## src/rtl/run_length_detector.sv

```systemverilog
// Serial run-length detector: flags when a run of identical bits reaches RUN_LEN,
// with polarity filtering by mode. Optional event counter behind `RUN_DET_EVT_COUNT_EN.
module run_length_detector #(
  parameter int RUN_LEN = 2,
  parameter int MAX_RUN = 255,
  parameter int CNT_W   = $clog2(MAX_RUN + 1),
  parameter int EVT_W   = 8
) (
  input  logic             clk_2,
  input  logic             reset_n,
  input  logic             in_valid,
  input  logic             in_bit,
  input  logic [1:0]       mode,
  input  logic             clear,
  output logic             out_bit,
  output logic             det_pulse,
  output logic             run_val,
`ifdef RUN_DET_EVT_COUNT_EN
  output logic [EVT_W-1:0] evt_count,
`endif
  output logic [CNT_W-1:0] run_count
);

  if (RUN_LEN < 2 || RUN_LEN > MAX_RUN) begin : g_bad_run_len
    $error("run_length_detector: RUN_LEN must lie in 2..MAX_RUN");
  end

  typedef enum logic [1:0] {
    IDLE = 2'd0,
    RUN  = 2'd1,
    HIT  = 2'd2
  } state_e;

  localparam logic [CNT_W-1:0] ONE_C     = CNT_W'(1);
  localparam logic [CNT_W-1:0] RUN_LEN_C = CNT_W'(RUN_LEN);
  localparam logic [CNT_W-1:0] MAX_RUN_C = CNT_W'(MAX_RUN);

  state_e           state_q, state_d;
  logic [CNT_W-1:0] count_q, count_d;
  logic             val_q, val_d;
  logic             det_q, det_d;

  function automatic logic mode_permits(input logic [1:0] m, input logic v);
    case (m)
      2'b00:   return 1'b1;
      2'b01:   return ~v;
      2'b10:   return v;
      default: return 1'b0;
    endcase
  endfunction

  // NOTE: every next-state signal gets a default first so no path leaves it
  // unassigned; otherwise synthesis would infer a latch.
  always_comb begin
    state_d = state_q;
    count_d = count_q;
    val_d   = val_q;
    det_d   = 1'b0;
    if (clear) begin
      state_d = IDLE;
      count_d = '0;
    end else if (in_valid) begin
      if (state_q == IDLE || in_bit != val_q) begin
        val_d   = in_bit;
        count_d = ONE_C;
        state_d = RUN;
      end else begin
        if (count_q != MAX_RUN_C) count_d = count_q + ONE_C;
        // Only the RUN->HIT transition pulses, so saturation never re-triggers.
        if (state_q == RUN && count_d == RUN_LEN_C) begin
          state_d = HIT;
          det_d   = mode_permits(mode, val_q);
        end
      end
    end
  end

  // NOTE: sequential state uses non-blocking assignments so all registers
  // update together from values sampled before the edge.
  always_ff @(posedge clk_2 or negedge reset_n) begin
    if (!reset_n) begin
      state_q <= IDLE;
      count_q <= '0;
      val_q   <= 1'b0;
      det_q   <= 1'b0;
    end else begin
      state_q <= state_d;
      count_q <= count_d;
      val_q   <= val_d;
      det_q   <= det_d;
    end
  end

`ifdef RUN_DET_EVT_COUNT_EN
  logic [EVT_W-1:0] evt_q;

  // Counts alongside the registered pulse; clear deliberately leaves it alone.
  always_ff @(posedge clk_2 or negedge reset_n) begin
    if (!reset_n)   evt_q <= '0;
    else if (det_d) evt_q <= evt_q + EVT_W'(1);
  end

  assign evt_count = evt_q;
`endif

  // Mode gates the registered state combinationally so it can change mid-run.
  assign out_bit   = (state_q == HIT) && mode_permits(mode, val_q);
  assign det_pulse = det_q;
  assign run_val   = val_q;
  assign run_count = count_q;

endmodule

```

## config.mk

```make
export PLATFORM = sky130hd
export DESIGN_NAME = run_length_detector
export DESIGN_NICKNAME = d
export VERILOG_FILES = /design/src/rtl/run_length_detector.sv
export SDC_FILE = /design/constraint.sdc
export NUM_CORES = 1
export LEC_CHECK = 0
export ABC_AREA = 1
export CAP_MARGIN = 20
export CORE_UTILIZATION = 26
export CTS_BUF_LIST = sky130_fd_sc_hd__clkbuf_4 sky130_fd_sc_hd__clkbuf_8
export CTS_CLUSTER_SIZE = 20
export DETAILED_ROUTE_END_ITERATION = 8
export HOLD_SLACK_MARGIN = 0.08
export PLACE_DENSITY = 0.58
export SYNTH_ARGS = -nofsm -noshare
export SYNTH_HDL_FRONTEND = slang
export SYNTH_SLANG_ARGS = --single-unit
```

## constraint.sdc

```tcl
create_clock -name clk_2 -period 2.2 [get_ports clk_2]
set_input_delay 0.22 -clock clk_2 [delete_from_list [all_inputs] [get_ports clk_2]]
set_output_delay 0.22 -clock clk_2 [all_outputs]
set_load 0.01 [all_outputs]
```

==> reports/summary.log <==
INFO  die            die_area=3260µm²
INFO  setup_path     timing.critical_path.max_delay_family=buffers and inverters
INFO  finish         layout.cells.most_common=sky130_fd_sc_hd__nand2_1
INFO  power_and_ir_drop max-vdd-ir-drop=0.243mV
INFO  clock_network  cts.htree.levels=1
INFO  setup_path     worst_setup_end_kind=output port
INFO  finish         synthToLayoutAreaGrowth=30.7%
INFO  detailed_routing routed-via-count=778
INFO  sta            setup_repair_after_global_routing_missed_its_margin=no
INFO  clock_network  hold_buffers=0
INFO  synth          postSynthRegisterBits=12
INFO  sta            tightest_slew=0.591ns
INFO  finish         final_cell_mix=24 x sky130_fd_sc_hd__nand2_1, 17 x sky130_fd_sc_hd__clkdlybuf4s50_1, 16 x sky130_fd_sc_hd__inv_1
INFO  flow_run       cap_violations=0
INFO  clock_network  cts.root.buffer_cell=sky130_fd_sc_hd__clkbuf_4
INFO  die            die-height=57.1µm
INFO  setup_path     count_of_buffering_cells_on_the_critical_path_with_inverters_included=2
INFO  synth          netlist_area=790µm²
INFO  finish         layout_cell_area_excl_fill=1030µm²
INFO  grt            sum_of_overflow_across_all_layers_after_global_routing=0
INFO  clock_network  clock_insertion_delay_worst_skew=0.28ns
INFO  power_and_ir_drop total_leakage_power=0.462nW
INFO  finish         fillerInstances=297
INFO  detailed_routing route.final.wire_length=1830µm
INFO  detailed_routing route.detailed.drc=5
INFO  grt            global_route_wire_length_before_repair=3100µm
INFO  clock_network  tritoncts=built
INFO  die            fp.dieW=57.1µm
INFO  setup_path     worst-endpoint-arrival=1.58ns
INFO  setup_path     launch_instance_of_the_worst_register_to_register_path=run_count[1]$_DFFE_PN0P_
INFO  grt            pin_count_of_the_biggest_net_entering_global_routing=13
INFO  die            num_rows=19
INFO  sta            period_needed=1.80ns
INFO  detailed_routing route.antenna.remaining_nets=0
INFO  clock_network  cts_made_buffers=3
INFO  grt            grt_antenna_before_repair=0
INFO  clock_network  number_of_post_cts_setup_repair_buffers=0
INFO  sta            post-route-period-util=81.8%
INFO  setup_path     required=1.98ns
INFO  grt            number_of_global_route_vias_before_repair=711
INFO  status         failed_checks=design-rule violations
INFO  setup_path     delay_of_the_slowest_critical_path_stage=0.56ns
INFO  setup_path     critical_setup_path_kind=register to output port
INFO  worst_hold_path timing.hold.worst.class=input pin to asynchronous set/reset pin
INFO  synth          synthCells=109
INFO  detailed_routing routed_wire_length_per_instance=11.4µm
INFO  sta            max_slew_vio_count=0
INFO  placed_design  place.gp.congestion=0.759
INFO  setup_path     crit_fanout=4
INFO  synth          yosysWarnings=0
INFO  die            pin_count=18
INFO  sta            tns=0ns
INFO  sta            max-slew-margin-rel=60.5%
INFO  status         run_status=complete, but fails checks
INFO  placed_design  dpl_cell_area=1010µm²
INFO  placed_design  place.port_buffers=17
INFO  placed_design  hpwl=1450µm
INFO  setup_path     path_common_cell=sky130_fd_sc_hd__nand2_1
INFO  sta            skew=0.00287ns
INFO  synth          synth.yosys.seq_area_share=38.0%
INFO  clock_network  cts_buffer_depth=2
INFO  detailed_routing post_drt_via_cell_ratio=4.83
INFO  clock_network  ctsResizeCount=0
INFO  setup_path     critical_path.startpoint=run_val$_DFFE_PN0P_
INFO  die            fp.coreArea=2810µm²
INFO  finish         design.final.nets=140
INFO  detailed_routing first_pass_iters=6
INFO  finish         n_diodes=0
INFO  setup_path     crit_chain=inv_1, nand2_1, nand2_1, nor3_1, clkdlybuf4s50_1
INFO  die            initial_utilization=28.1%
INFO  synth          synth_area_per_cell=7.24µm²
INFO  clock_network  clkTransAtPathRegs=0.07ns
INFO  detailed_routing drt_iter0_markers=18
INFO  sta            setup_viol=0
INFO  sta            clock.fmax=556MHz
INFO  sta            finalHoldViolations=0
INFO  synth          postSynthNetCount=117
INFO  setup_path     slowest_stage=sky130_fd_sc_hd__clkdlybuf4s50_1
INFO  grt            globalRouteTotalUtil=12.5%
INFO  finish         final_core_util=36.8%
INFO  power_and_ir_drop power_density_cells=440nW/µm²
INFO  setup_path     worstSetupStartpointType=register
INFO  finish         post_route_cells_drive_above_1_share=16.9%
INFO  clock_network  clock_sink_count=12
INFO  synth          synthDistinctLibCells=23
[synth_stat cells (all sizes together)]
cell / number / area [µm²]
nor3: 3 / 15.0
ha: 1 / 12.5
nand4: 1 / 6.26
buf: 1 / 3.75
dfrtp: 12 / 300
o21ai: 6 / 33.8
nor2: 19 / 98.8
or2: 2 / 12.5
nand3: 8 / 50.1
inv: 17 / 63.8
o22ai: 6 / 37.5
nand2: 31 / 139
o221ai: 1 / 8.76
o21bai: 1 / 7.51
[flip-flops by register name, indices dropped and copies added, names as in the netlist]
register / count
run_count: 8
state_q: 2
run_val: 1
det_pulse: 1
[cell type report]
cell class / instances / area (µm²) / area share (%)
clock buffer: 3 / 22.5 / 2.18
inverter: 17 / 63.8 / 6.18
multi-input combinational: 79 / 422 / 40.8
sequential: 12 / 300 / 29.1
tap: 31 / 38.8 / 3.76
timing repair buffer: 19 / 185 / 17.9
[routing by layer]
| layer | vias up | global-route usage, % | routed length (µm) |
|---|---|---|---|
| met3 | 4 | 5.22 | 112 |
| met5 | - | 0 | 0 |
| met4 | 0 | 3.83 | 29 |
| met2 | 21 | 19.5 | 850 |
| li1 | 395 | - | - |
| met1 | 358 | 15.8 | 838 |
[through the flow]
step / power [mW] / worst slack [ns] / hold WS (ns) / std cells
final: 0.454 / 0.401 / 0.315 / 161
after global routing: 0.486 / 0.243 / 0.352 / 161
after CTS: 0.461 / 0.380 / 0.334 / 161
after detailed placement: 0.324 / 0.490 / 0.496 / 158
after global placement: 0.323 / 0.506 / 0.508 / 158
after floorplan: 0.284 / 0.560 / -0.0756 / 109
[report_power, final]
| part | switching [mW] | internal, mW |
|---|---|---|
| sequential | 0.00842 | 0.228 |
| clock | 0.0719 | 0.0635 |
| combinational | 0.0453 | 0.0371 |
| total | 0.126 | 0.328 |
[worst paths after layout]
kind / to / slack, ns / depth (start not counted)
max: out_bit / 0.40 / 5
min: run_count[2]$_DFFE_PN0P_ / 0.32 / 1
max reg2reg: det_pulse$_DFF_PN0_ / 0.48 / 10
min reg2reg: state_q[1]$_DFFE_PN0P_ / 0.51 / 2
max in group asynchronous: det_pulse$_DFF_PN0_ / 1.50 / 1
min in group clk_2: state_q[1]$_DFFE_PN0P_ / 0.51 / 2
[kinds of logic (layout without fill, tap and decap cells)]
| logic type | count (synthesis) | in the layout | share of synthesized area [%] |
|---|---|---|---|
| simple gates | 64 | 64 | 40.7 |
| buf+inv | 18 | 39 | 8.56 |
| compound gates | 14 | 14 | 11.1 |
| flops | 12 | 12 | 38.0 |
| fa+ha+maj | 1 | 1 | 1.58 |
No activity file was read; power rests on OpenSTA's default activity.
==> RTL change 1, RTL diff (same flow settings) <==
Add an input register stage for `in_valid`, `in_bit` and `mode`; this delays them by one clock. The other inputs are not delayed to match.
--- a/src/rtl/run_length_detector.sv
+++ b/src/rtl/run_length_detector.sv
@@ -20,6 +20,16 @@
 `endif
   output logic [CNT_W-1:0] run_count
 );
+
+  logic in_valid_q;
+  logic in_bit_q;
+  logic [1:0] mode_q;
+
+  always_ff @(posedge clk_2) begin
+    in_valid_q <= in_valid;
+    in_bit_q   <= in_bit;
+    mode_q     <= mode;
+  end
 
   if (RUN_LEN < 2 || RUN_LEN > MAX_RUN) begin : g_bad_run_len
     $error("run_length_detector: RUN_LEN must lie in 2..MAX_RUN");
@@ -59,9 +69,9 @@
     if (clear) begin
       state_d = IDLE;
       count_d = '0;
-    end else if (in_valid) begin
-      if (state_q == IDLE || in_bit != val_q) begin
-        val_d   = in_bit;
+    end else if (in_valid_q) begin
+      if (state_q == IDLE || in_bit_q != val_q) begin
+        val_d   = in_bit_q;
         count_d = ONE_C;
         state_d = RUN;
       end else begin
@@ -69,7 +79,7 @@
         // Only the RUN->HIT transition pulses, so saturation never re-triggers.
         if (state_q == RUN && count_d == RUN_LEN_C) begin
           state_d = HIT;
-          det_d   = mode_permits(mode, val_q);
+          det_d   = mode_permits(mode_q, val_q);
         end
       end
     end
@@ -104,7 +114,7 @@
 `endif
 
   // Mode gates the registered state combinationally so it can change mid-run.
-  assign out_bit   = (state_q == HIT) && mode_permits(mode, val_q);
+  assign out_bit   = (state_q == HIT) && mode_permits(mode_q, val_q);
   assign det_pulse = det_q;
   assign run_val   = val_q;
   assign run_count = count_q;
Check against the original RTL: not equivalent (Yosys sat finds a counterexample within 4 cycles, from zero or initial values and one cycle with reset_n low).
==> RTL change 1 against the unedited design <==
- clock skew rose by 0.0086 ns
- largest power group unchanged
- critical path type is now flop to flop
- sequential power rose by 33%
- global-route usage shrank 0.79 points
- core utilization is 0.78 points lower
- power up 28%
- sequential cell count grew 4
- critical path depth up 8
- die area is 7.0% higher
- synthesized area up 7.3%
- wire length is 4.0% lower
- final area rose by 7.4%
- worst setup slack better by 0.065 ns
- sequential share of layout area up 5.2 points
==> RTL change 1: results (changes against the unedited design) <==
- The tap cell instance count was 44 (+42%).
- The headroom to the max-slew limit is 63.4% (+2.9 points).
- The run finished with clean final reports.
- The clock distribution area overhead in the final layout came to 3.27% (+1.1 points).
- The global routing met2 resource utilization is 17.0% (-2.5 points).
- The synthesized-area fraction occupied by xor and xnor cells was 1.03% (+1.0 points).
- The count of placed standard cells including taps was 171 (+8.2%).
- The share of power burned in registers was 54.1% (+2.1 points).
- The total routed wirelength is 1760 um (-4.0%).
- The fraction of standard cell area that is sequential is 34.3% (+5.2 points).
- The relative contribution of the clock network to total power was 33.2% (+3.4 points).
- The peak ir drop on the vdd network is 0.274 mV (+13%).
- For this design, the slowest cell found on the critical path is sky130_fd_sc_hd__dfrtp_1.
- The number of violations reported at the end of detailed-routing iteration 0 is 50 (+32).
- The number of combinational gates with multiple inputs is 78 (-1.3%).
- The fraction of layout cells with a size suffix above 1 was 14.5% (-2.4 points).
- The remaining design rule violation count is 0 (-5).
- The final-layout clock buffer total was 4 (+1).
- The number of storage elements in the synthesis netlist came to 16 (+4).
- The detailed placer's ending HPWL was 1370 um (-5.4%).
- The area of combinational cells with multiple inputs was 407 um^2 (-3.6%).
- In this run the worst hold path is classified as primary input to async pin.
- Yosys attributes the largest share of cell area to sky130_fd_sc_hd__dfrtp_1 35%, sky130_fd_sc_hd__nand2_1 11%, sky130_fd_sc_hd__dfxtp_1 9.5%.
- The per-cell via count in the routed design is 4.33 (-10%).
- The clock transition at the registers of the reported paths was 0.10 ns (+0.03 ns).
- The synthesized instance count is 110 (+0.92%).
- The maximum single-stage delay on the critical path came to 0.46 ns (-0.10 ns).
- The share of cell area taken by multi-input logic gates was 36.7% (-4.2 points).
- The pre-CTS worst setup slack was 0.455 ns (-0.0349 ns).
- The final RePlAce weighted congestion is 0.789 (+3.9%).
- The first-pass GRT wire length is 3050 um (-1.6%).
- The number of global-route vias before repair was 713 (+0.28%).
- The clock buffer count from CTS came to 3 (unchanged).
- Grouping stages by cell kind, the critical path spends the most delay in simple AND/OR/NAND/NOR gates.
- The share of the synthesized area in compound gates (AO/OA/AOI/OAI) is 10.5% (-0.61 points).
- The leakage power of the design is 0.000464 uW (+0.45%).
- The number of inverters outside the clock class in the layout was 16 (-1).
- The commonest cells after synthesis are 24 x sky130_fd_sc_hd__nand2_1, 14 x sky130_fd_sc_hd__inv_1, 13 x sky130_fd_sc_hd__nor2_1.
- The proportion of synthesized chip area in sequential cells is 44.9% (+6.9 points).
- The arrival time at the worst endpoint is 1.92 ns (+0.34 ns).
- The met1 track utilization from global routing is 16.0% (+0.18 points).
- The fraction of registers with async set or reset after synthesis was 75.0% (-25 points).
- The depth of the worst register-to-register path is 13 (+3).
- The final cell count without fillers came to 175 (+8.7%).
- The maximum fanout count along the critical path came to 8 (+4).
- The power per unit of standard cell area is 526 nW/um^2 (+20%).
- The final-layout fill cell count is 329 (+11%).
- The adder-cell area share of the yosys netlist is 1.48% (-0.11 points).
- The count of non-CTS buffers in the layout is 17 (-2).
- The net switching power was 145 uW (+15%).
## RTL change 1: cell types whose count changed in the layout (fill, tap and decap cells not counted), moves of 2 or more
cell / delta
sky130_fd_sc_hd__o21ai_0: +4
sky130_fd_sc_hd__o22ai_1: -4
sky130_fd_sc_hd__dfxtp_1: +4
sky130_fd_sc_hd__nor2_4: -2
sky130_fd_sc_hd__nor2_2: +2
sky130_fd_sc_hd__inv_1: -2
sky130_fd_sc_hd__buf_4: -2
## RTL change 1: final timing paths
path                              start      endpoint  slack (ns)
min in group clk_2              mode[0]     mode_q[0]        0.38
setup reg to reg           run_count[0]    state_q[0]        0.47
setup / recovery           run_count[0]    state_q[0]        0.47
hold / removal                  reset_n  run_count[5]        0.28
max in group asynchronous       reset_n  run_count[2]        1.55
hold reg to reg               mode_q[1]     det_pulse        0.49
## RTL change 1: layer usage
layer / vias up / share of wire [%]
met2: 27 / 43
met4: 0 / 0
met5: - / 0
met3: 0 / 5.8
met1: 333 / 51
li1: 397 / -
==> RTL change 2, RTL diff (same flow settings) <==
Without the edit above. Add a define of `RUN_DET_EVT_COUNT_EN`.
--- a/src/rtl/run_length_detector.sv
+++ b/src/rtl/run_length_detector.sv
@@ -1,5 +1,7 @@
 // Serial run-length detector: flags when a run of identical bits reaches RUN_LEN,
 // with polarity filtering by mode. Optional event counter behind `RUN_DET_EVT_COUNT_EN.
+`define RUN_DET_EVT_COUNT_EN
+
 module run_length_detector #(
   parameter int RUN_LEN = 2,
   parameter int MAX_RUN = 255,
Check against the original RTL (old outputs only; new: evt_count): equivalent (equiv_simple and equiv_induct, registers matched by name and starting in step).
==> RTL change 2 against the unedited design <==
- the flow now finishes without violations
- highest routed layer unchanged
- critical path depth rose by 7
- power grew 100%
- sequential cell count rose by 8
- wire length grew 60%
- synthesized cell count grew 67%
- synthesized area up 71%
- die area is 68% higher
- final area is 70% higher
- worst setup slack got worse by 0.067 ns
==> RTL change 2: results (changes against the unedited design) <==
- The transition time of the tightest slew-check pin came to 0.325 ns (-0.266 ns).
- The depth of the worst register-to-register path is 12 (+2).
- The number of global-route vias before repair came to 1,152 (+62%).
- The maximum single-stage delay on the critical path is 0.43 ns (-0.13 ns).
- The global routing usage summed across all routing layers is 12.4% (-0.092 points).
- The clock root buffer is sky130_fd_sc_hd__clkbuf_8.
- The design internal power is 686 uW (+110%).
- The count of distinct cell types in the synthesized netlist is 27 (+17%).
- The proportion of synthesized chip area in sequential cells came to 37.2% (-0.86 points).
- The routed length on met3 was 108 um (-3.6%).
- By count the netlist is led by 42 x sky130_fd_sc_hd__nand2_1, 32 x sky130_fd_sc_hd__inv_1, 20 x sky130_fd_sc_hd__dfrtp_1.
- The kind of cell with the highest combined delay along the critical path is simple AND/OR/NAND/NOR gates.
- The final non-filler cell area came to 1760 um^2 (+70%).
- The pin count of the biggest net entering global routing is 21 (+8).
- The switching power share of the total came to 25.8% (-1.9 points).
- The run finished with clean final reports.
- The share of the synthesized area in compound gates (AO/OA/AOI/OAI) is 5.76% (-5.3 points).
- The number of violations reported at the end of detailed-routing iteration 0 is 38 (+20).
- The global routing met2 resource utilization is 19.9% (+0.40 points).
- The number of port buffers came to 25 (+8).
- The fraction of layout cells with a size suffix above 1 is 16.1% (-0.81 points).
- The synthesized instance count is 182 (+67%).
- The class of the most critical setup path is flop to flop.
- The reg-to-reg endpoint is evt_count[3].
- The met1 track utilization from global routing is 16.2% (+0.38 points).
[RTL change 2: changes by cell type in the layout (fill, tap and decap cells not counted), moves of 3 or more]
cell | before | now
sky130_fd_sc_hd__clkbuf_4 | 3 | 0
sky130_fd_sc_hd__clkbuf_8 | 0 | 3
sky130_fd_sc_hd__clkdlybuf4s50_1 | 17 | 25
sky130_fd_sc_hd__dfrtp_1 | 12 | 20
sky130_fd_sc_hd__inv_1 | 16 | 32
sky130_fd_sc_hd__nand2_1 | 24 | 42
sky130_fd_sc_hd__nand3_1 | 6 | 11
sky130_fd_sc_hd__nand4_1 | 1 | 12
sky130_fd_sc_hd__nor2_1 | 14 | 17
[RTL change 2: layout make-up]
cell class / count / area share (%)
Sequential cell: 20 / 28.5
Timing Repair Buffer: 27 / 15.1
Clock inverter: 1 / 1.71
Inverter: 35 / 7.47
Clock buffer: 3 / 2.35
Multi-Input combinational cell: 125 / 40.1
Tap cell: 67 / 4.77
